### src/rtl/alu_packet_parser.sv
// rtl/alu_packet_parser.sv - header decoder and payload splitter for the UART ALU byte stream
module alu_packet_parser #(
    parameter logic [7:0] OPCODE_ECHO = 8'hEC,
    parameter logic [7:0] OPCODE_ADD  = 8'hAD,
    parameter logic [7:0] OPCODE_MUL  = 8'h88,
    parameter logic [7:0] OPCODE_DIV  = 8'hD1
) (
    input  logic        clk_i,
    input  logic        rst_ni,
    input  logic [7:0]  rx_data_i,
    input  logic        rx_valid_i,
    output logic        rx_ready_o,
    output logic        hdr_valid_o,
    output logic [7:0]  opcode_o,
    output logic [15:0] length_o,
    output logic [7:0]  byte_o,
    output logic        byte_valid_o,
    input  logic        byte_ready_i,
    output logic [31:0] word_o,
    output logic        word_valid_o,
    input  logic        word_ready_i,
    output logic        last_o,
    output logic        err_o
);

    typedef enum logic [2:0] {
        ST_OPCODE,
        ST_RESERVED,
        ST_LEN_LSB,
        ST_LEN_MSB,
        ST_PAYLOAD,
        ST_DROP
    } state_t;

    state_t      state_q;
    logic [7:0]  op_q;
    logic [7:0]  len_lsb_q;
    logic [15:0] count_q;
    logic        echo_q;
    logic [1:0]  idx_q;
    logic [23:0] asm_q;
    logic        byte_last_q;
    logic        word_last_q;

    logic [15:0] len_w;
    logic [15:0] rem_w;
    logic        len_short;
    logic        op_arith;
    logic        op_known;
    logic        arith_bad;
    logic        last_in;
    logic        rx_fire;

    always_comb begin
        len_w     = {rx_data_i, len_lsb_q};
        len_short = len_w < 16'd4;
        // Remaining count saturates at zero so a short length never wraps.
        rem_w     = len_short ? 16'd0 : len_w - 16'd4;
        op_arith  = (op_q == OPCODE_ADD) || (op_q == OPCODE_MUL) || (op_q == OPCODE_DIV);
        op_known  = op_arith || (op_q == OPCODE_ECHO);
        arith_bad = op_arith && ((rem_w[1:0] != 2'd0) || (rem_w < 16'd8));
        last_in   = count_q == 16'd1;

        rx_ready_o = 1'b1;
        if (state_q == ST_PAYLOAD) begin
            if (echo_q) begin
                rx_ready_o = !byte_valid_o || byte_ready_i;
            end else begin
                // Only the word-completing byte needs room in the output register.
                rx_ready_o = !((idx_q == 2'd3) && word_valid_o && !word_ready_i);
            end
        end
    end

    assign rx_fire = rx_valid_i && rx_ready_o;
    assign last_o  = (byte_valid_o && byte_last_q) || (word_valid_o && word_last_q);

    always_ff @(posedge clk_i or negedge rst_ni) begin
        if (!rst_ni) begin
            state_q      <= ST_OPCODE;
            op_q         <= 8'd0;
            len_lsb_q    <= 8'd0;
            count_q      <= 16'd0;
            echo_q       <= 1'b0;
            idx_q        <= 2'd0;
            asm_q        <= 24'd0;
            byte_last_q  <= 1'b0;
            word_last_q  <= 1'b0;
            hdr_valid_o  <= 1'b0;
            err_o        <= 1'b0;
            opcode_o     <= 8'd0;
            length_o     <= 16'd0;
            byte_o       <= 8'd0;
            byte_valid_o <= 1'b0;
            word_o       <= 32'd0;
            word_valid_o <= 1'b0;
        end else begin
            hdr_valid_o <= 1'b0;
            err_o       <= 1'b0;

            // Output registers drain in any state; a load below overrides the drain.
            if (byte_valid_o && byte_ready_i) begin
                byte_valid_o <= 1'b0;
            end
            if (word_valid_o && word_ready_i) begin
                word_valid_o <= 1'b0;
            end

            if (rx_fire) begin
                case (state_q)
                    ST_OPCODE: begin
                        op_q    <= rx_data_i;
                        state_q <= ST_RESERVED;
                    end
                    ST_RESERVED: begin
                        state_q <= ST_LEN_LSB;
                    end
                    ST_LEN_LSB: begin
                        len_lsb_q <= rx_data_i;
                        state_q   <= ST_LEN_MSB;
                    end
                    ST_LEN_MSB: begin
                        count_q <= rem_w;
                        idx_q   <= 2'd0;
                        echo_q  <= (op_q == OPCODE_ECHO);
                        if (!op_known || len_short || arith_bad) begin
                            err_o   <= 1'b1;
                            state_q <= (rem_w == 16'd0) ? ST_OPCODE : ST_DROP;
                        end else begin
                            hdr_valid_o <= 1'b1;
                            opcode_o    <= op_q;
                            length_o    <= len_w;
                            state_q     <= (rem_w == 16'd0) ? ST_OPCODE : ST_PAYLOAD;
                        end
                    end
                    ST_PAYLOAD: begin
                        count_q <= count_q - 16'd1;
                        if (last_in) begin
                            state_q <= ST_OPCODE;
                        end
                        if (echo_q) begin
                            byte_o       <= rx_data_i;
                            byte_valid_o <= 1'b1;
                            byte_last_q  <= last_in;
                        end else begin
                            idx_q <= idx_q + 2'd1;
                            case (idx_q)
                                2'd0: asm_q[7:0]   <= rx_data_i;
                                2'd1: asm_q[15:8]  <= rx_data_i;
                                2'd2: asm_q[23:16] <= rx_data_i;
                                default: begin
                                    word_o       <= {rx_data_i, asm_q};
                                    word_valid_o <= 1'b1;
                                    word_last_q  <= last_in;
                                end
                            endcase
                        end
                    end
                    ST_DROP: begin
                        count_q <= count_q - 16'd1;
                        if (last_in) begin
                            state_q <= ST_OPCODE;
                        end
                    end
                    default: begin
                        state_q <= ST_OPCODE;
                    end
                endcase
            end
        end
    end

endmodule

### config.mk
export PLATFORM = sky130hd
export DESIGN_NAME = alu_packet_parser
export DESIGN_NICKNAME = d
export VERILOG_FILES = /design/src/rtl/alu_packet_parser.sv
export SDC_FILE = /design/constraint.sdc
export NUM_CORES = 1
export LEC_CHECK = 0
export ABC_CLOCK_PERIOD_IN_PS = 2600
export BUFFER_PORTS_ARGS = -buffer_cell sky130_fd_sc_hd__buf_4
export CELL_PAD_IN_SITES_DETAIL_PLACEMENT = 1
export CELL_PAD_IN_SITES_GLOBAL_PLACEMENT = 1
export CORE_MARGIN = 3
export CORE_UTILIZATION = 41
export DETAILED_ROUTE_END_ITERATION = 8
export GPL_ROUTABILITY_DRIVEN = 0
export PLACE_DENSITY_LB_ADDON = 0.1
export SLEW_MARGIN = 15
export SYNTH_ARGS = -nofsm -noshare
export SYNTH_HDL_FRONTEND = slang
export SYNTH_SLANG_ARGS = --single-unit
### constraint.sdc
create_clock -name clk_i -period 2.6 [get_ports clk_i]
set_clock_uncertainty 0.1 [all_clocks]
set_input_delay 0.52 -clock clk_i [delete_from_list [all_inputs] [get_ports clk_i]]
set_output_delay 0.52 -clock clk_i [all_outputs]
set_load 0.02 [all_outputs]
# After elaboration in Yosys (flattened, before gate mapping)

Cells that the tools add are included.
W data, S select, Z words.

Register bits after elaboration: 132
Bits of input ports: 13
Output and inout port bits: 70
Word-level logic and storage cells: 108

$add $sub $neg: 3
$lt $le $gt $ge: 2
Equality and inequality tests: 15
Muxes and demuxes: 26
Bitwise operators: 3
Reduce and logical (&&, ||, !) cells: 40

Operator list:

| kind                    | number |
|---|---|
| $eq A8 B8 Y1 const B    | 4 |
| $pmux W16 S2            | 1 |
| $mux W1                 | 17 |
| $eq A16 B1 Y1 const B   | 1 |
| $logic_not A16 Y1       | 1 |
| $lt A16 B3 Y1 const B   | 1 |
| $lt A16 B4 Y1 const B   | 1 |
| $mux W16                | 1 |
| $reduce_and A4 Y1       | 4 |
| $sub A16 B1 Y16 const B | 1 |
| $sub A16 B3 Y16 const B | 1 |
| $pmux W3 S5             | 1 |
| $mux W3                 | 4 |
| $reduce_and A2 Y1       | 5 |
| $reduce_and A3 Y1       | 3 |
| $logic_and A1 B1 Y1     | 8 |
| $logic_or A1 B1 Y1      | 8 |
| $eq A3 B2 Y1 const B    | 2 |
| $eq A3 B3 Y1 const B    | 2 |
| $reduce_bool A2 Y1      | 3 |
| $eq A2 B2 Y1 const B    | 2 |
| $logic_not A1 Y1        | 4 |
| $pmux W2 S2             | 1 |
| $eq A3 B1 Y1 const B    | 1 |
| other kinds (10)        | 12 |

# Logic depth before layout (Yosys ltp)

Depth in word-level cells: 10
Gate-level depth with buffers: 10
Mapped depth without buffers: 8

# Least setup slack after synthesis

OpenSTA, ideal clock, no wires.

Kind: input to register
From: input rx_data_i[0]
To: register length_o[10]
Setup time: 0.128 ns
Arrival time: 2.652 ns
Data required time: 2.372 ns
Path slack: -0.279 ns
Stages: 8
Path buffers: 2
Cells stage by stage: or4_4 > o31a_1 > a2111oi_2 > a31o_2 > or2_1 > buf_6 > buf_8 > mux2_1

Word-level cells in the longest chain between the ends: 8
Elaborated cells between the ends (all ways): 11
Classes of those cells: add/sub: 1; order compare: 2; mux: 1; bitwise: 1; reduce/logical: 6

RTL lines:

| item                                                | RTL line | RTL |
|---|---|---|
| start: declaration                                  | 10       | `input logic [7:0] rx_data_i,` |
| $sub A16 B3 Y16 or $lt A16 B3 Y1 (tied branches)    | 58, 56   |  |
| $mux W16                                            | 58       | `rem_w = len_short ? 16'd0 : len_w - 16'd4;` |
| $lt A16 B4 Y1 or $reduce_bool A2 Y1 (tied branches) | 61       | `arith_bad = op_arith && ((rem_w[1:0] != 2'd0) \|\| (rem_w < 16'd8));` |
| $logic_or A1 B1 Y1                                  | 61       |  |
| $logic_and A1 B1 Y1                                 | 61       |  |
| $logic_or A1 B1 Y1 *                                | 126      | `if (!op_known \|\| len_short \|\| arith_bad) begin` |
| $not A1 Y1 (no line) *                              | -        |  |
| $reduce_and A3 Y1 (no line) *                       | -        |  |
| end signal: assignment                              | 132      | `length_o <= len_w;` |
| end: declaration                                    | 15       | `output logic [15:0] length_o,` |

Every way passes the cells marked *; elsewhere a longest branch is shown, timed or not.
A chain may end at the register's enable or synchronous reset.

# Final worst setup path

From: register len_lsb_q[3]
To: register length_o[10]

Word-level cells in the longest chain between the ends: 8
Elaborated cells between the ends (all ways): 11
Classes of those cells: add/sub: 1; order compare: 2; mux: 1; bitwise: 1; reduce/logical: 6

RTL lines:

| item                                                | RTL line | RTL |
|---|---|---|
| start: declaration                                  | 37       | `logic [7:0] len_lsb_q;` |
| start signal: assignment                            | 119      | `len_lsb_q <= rx_data_i;` |
| $sub A16 B3 Y16 or $lt A16 B3 Y1 (tied branches)    | 58, 56   |  |
| $mux W16                                            | 58       |  |
| $lt A16 B4 Y1 or $reduce_bool A2 Y1 (tied branches) | 61       |  |
| $logic_or A1 B1 Y1                                  | 61       |  |
| $logic_and A1 B1 Y1                                 | 61       |  |
| $logic_or A1 B1 Y1 *                                | 126      |  |
| $not A1 Y1 (no line) *                              | -        |  |
| $reduce_and A3 Y1 (no line) *                       | -        |  |

Marks and branches as above.

==> run summary <==
The critical path goes through or4_4 > buf_6 > nor4_4 > a2111oi_4 > a31o_2 > or2_4 > clkbuf_16 > mux2_4. The post-synthesis instance area came out at 0.00604 sq mm. Setup violations remaining at the end of the flow were counted as 20. The width of the chip is approximately 130 um. The area of the core region is 0.0141 sq mm. The iteration-0 DRC count of the detailed router came out at 202. In this run, CTS created clock tree buffers numbering 17. The count of nets left with antenna violations once routing finished came out at 0. The flow ran to the end, but the final reports show violations. Of the synthesized area, sequential elements account for around 55%.

After detailed routing, the number of remaining DRC violations is 0. The count of endpoints failing hold in the final timing report is 0. The clock reaches the later pin of the worst-skew pair after 0.42 ns. From bottom edge to top edge, the die measures 127 um. The cell with the largest stage delay on the worst path is or4_4. The via count of the first global-routing pass is 5303. The number of storage elements in the synthesis netlist is 132. The clock slew at the register clock pins of the worst setup and hold paths is about 0.060 ns. The final design utilization came out at between 50% and 60%. The die covers ~0.016 sq mm. The path class of the tightest hold or removal check is input port to flop. At the pin with the least slew margin, the transition time is 0.530 ns.

After legalization and detailed placement, the total HPWL measured roughly 12 mm. Setup repair after global routing could not meet its margin everywhere. The max-slew violation total from the final report is 0. For this configuration, the core starts out at a cell density of a little over two fifths. The power per unit of standard cell area is roughly 1000 mW/mm^2. After floorplanning, the core was divided into 43 placement rows. In this run the clock root is driven by a clkbuf_16. Counting tap cells, the placed design contains a total of slightly above 800 instances.

The worst ir drop on vdd came out at between 0.5 and 0.6 mV. The final critical-path required period came out at 2.73 ns. The repair_antennas step left the layout with diodes totalling 0. Among all flip-flop cells after synthesis, the most frequent one is dfrtp_1. The maximum fanout encountered on the critical timing path came out at 6.

The maximum number of pins on one net before global-route repair came out at between 50 and 60. Global routing used between 20% and 30% of the available tracks. The critical path is of the flop to flop type. The final layout contains 680 nets. Data arrives at the worst endpoint at 2.94 ns. The final critical path takes up 105% of the cycle. The biggest cell delay along the critical path came out at around 0.58 ns.

The detailed-route wire length came out at 17.6 mm. The number of max-capacitance violations reported came out at 0. Yosys printed 0 warnings. Counting every instance in the synthesized netlist gives roughly 520. The global-route wire length before repair is roughly 28 mm. TritonCTS built the clock tree. Data on the critical path is required at its endpoint by roughly 2.8 ns. The number of flops mapped to enable cells by yosys is 0. Dividing the detail-routed wire length by the instance count gives 20.7 um.

Detailed routing inserted a total of around 4700 vias. The clock sink count is 132. The number of distinct library cells after synthesis is 57.

The I/O pin count is between 80 and 90. The fraction of synthesis flops using an asynchronous set or reset pin came out at 100%. The final reports fail on negative setup slack. The number of buffer and inverter instances along the worst setup path came out at 2. The achievable frequency came out at 366 MHz. The non-filler instance count after layout is between 800 and 900. The worst slew slack as a fraction of its limit came out at between 60% and 70%.

Input and output buffers added on the ports amount to a little over 80. The leakage power came out at between 3 and 4 nW. The worst setup path is launched from a flop. The top cell type by area accounts for between 50% and 60% of the synthesized area. The biggest area contributor in the post-synthesis netlist is dfrtp_1. The number of vias per cell is 5.53.

A synthesized cell averages approximately 12 sq um. The area added between synthesis and finish is 34.7%. The clock passes through at most 2 buffers.

The worst setup path is captured at a flop. The net count after synthesis is 537. Global routing finished with a remaining overflow of 0. The share of layout cells above drive strength 1 is 46.1%. The number of antenna violations at the first check in global routing was 0.

By area the synthesized netlist is led by dfrtp_1, mux2_2, o21ai_0. The H-tree was split into 4 levels. The least setup slack across all paths after layout came out at -0.132 ns. The kind of cell with the highest combined delay along the critical path is simple AND/OR/NAND/NOR gates. The number of optimization iterations in the first detailed-route pass is 4.
## cell usage after synthesis (3+ instances only)
cell type and instances:
or3_1 4, mux2_1 14, nand3_1 6, ha_1 7
o22ai_1 5, a22o_1 3, nor3b_1 3, xnor2_1 4
a31oi_1 6, nor4_1 10, nand2_1 25, inv_1 12
and2_1 3, nand2b_1 7, nor2_1 41, a21oi_1 18
a211oi_1 3, clkbuf_1 24, buf_2 3, nand4_1 3
or2_2 3, nand4b_1 3, mux2_2 83, nor3_1 18
dfrtp_1 132, o21ai_0 36
## worst paths after layout
path | startpoint | endpoint | slack [ns] | cells past startpoint
worst max-delay path | len_lsb_q[3] | length_o[10] | -0.13 | 8
worst min-delay path | word_ready_i | word_valid_o | 0.25 | 2
worst max register to register | len_lsb_q[3] | length_o[10] | -0.13 | 8
worst min register to register | opcode_o[7] | opcode_o[7] | 0.37 | 1
max in group asynchronous | rst_ni | length_o[12] | 1.15 | 3
min in group asynchronous | rst_ni | word_o[13] | 0.52 | 2
## cell families after synthesis
family,share of synthesized area [%]
AOI/OAI and AO/OA,9.51
xor gates and xnor gates,0.870
adders and majority gates,1.45
buffers and inverters,3.11
DFF,54.7
muxes,18.1
and+or+nand+nor,12.2
## flip-flops by register name, indices dropped and copies added (netlist names)
register and flops:
hdr_valid_o 1, word_last_q 1, count_q 16, state_q 3, err_o 1, word_o 32
echo_q 1, byte_o 8, word_valid_o 1, len_lsb_q 8, opcode_o 8, length_o 16
asm_q 24, idx_q 2, op_q 8, byte_last_q 1, byte_valid_o 1
## worst reg2reg max path: stages (launching register included)
cell and delay (ns):
dfrtp_1 0.41, or4_4 0.58, buf_6 0.14, nor4_4 0.30
a2111oi_4 0.09, a31o_2 0.23, or2_4 0.28, clkbuf_16 0.19
mux2_4 0.30
## report_power, final
group | leakage [nW] | internal [mW] | total (mW) | switching, mW
registers | 1.73 | 2.68 | 3.24 | 0.566
logic | 1.93 | 1.44 | 2.88 | 1.45
clock network | 0.277 | 1.43 | 2.35 | 0.920
total | 3.94 | 5.55 | 8.48 | 2.93
## per-stage QoR
stage / setup slack (ns) / power (mW) / TNS, ns / hold WS (ns) / area (sq um)
finish: -0.132 / 8.48 / -2.16 / 0.245 / 8130
global route: -0.218 / 9.01 / -4.05 / 0.262 / 8130
CTS: -0.0842 / 8.48 / -1.10 / 0.238 / 8020
detailed placement: -0.357 / 5.89 / -7.36 / 0.356 / 7230
global placement: -0.278 / 5.73 / -5.50 / 0.358 / 7230
floorplan: -0.160 / 4.71 / -2.44 / 0.124 / 6050
## per-layer routing
metal,up-vias,part of all wire [%],global-route usage (%)
met5,-,0,0
met4,0,1.6,8.39
met3,25,3.4,5.52
met2,84,50,38.2
met1,2447,45,27.8
li1,2158,-,-
## cell usage in the layout, fill, tap and decap left out, types with 6 or more instances in the layout
cell       instances
nor4_1             8
mux2_4            19
nand3_1            6
clkbuf_16         18
nor2_1            41
a21oi_1           17
nor3_1            16
nand2_1           25
mux2_2            78
buf_4            144
inv_1              9
nand2b_1           7
o21ai_0           32
dfrtp_1          131
## final cells by class
type,count,area (sq um)
clock buffer,20,447
clock inverter,12,129
fill,1450,6020
inverter,12,45.0
multi-input combinational,343,2740
sequential,132,3300
tap,180,225
timing repair buffer,154,1240
## what timing repair did
item	4_1_cts	5_1_grt
setup endpoints to repair	27	28
endpoints found under the hold margin	50	0
setup buffers	7	1
gates resized for setup	26	25
hold buffers	1	0
pin swaps	4	6
cloned	1	1
(Power assumes the default switching activity.)
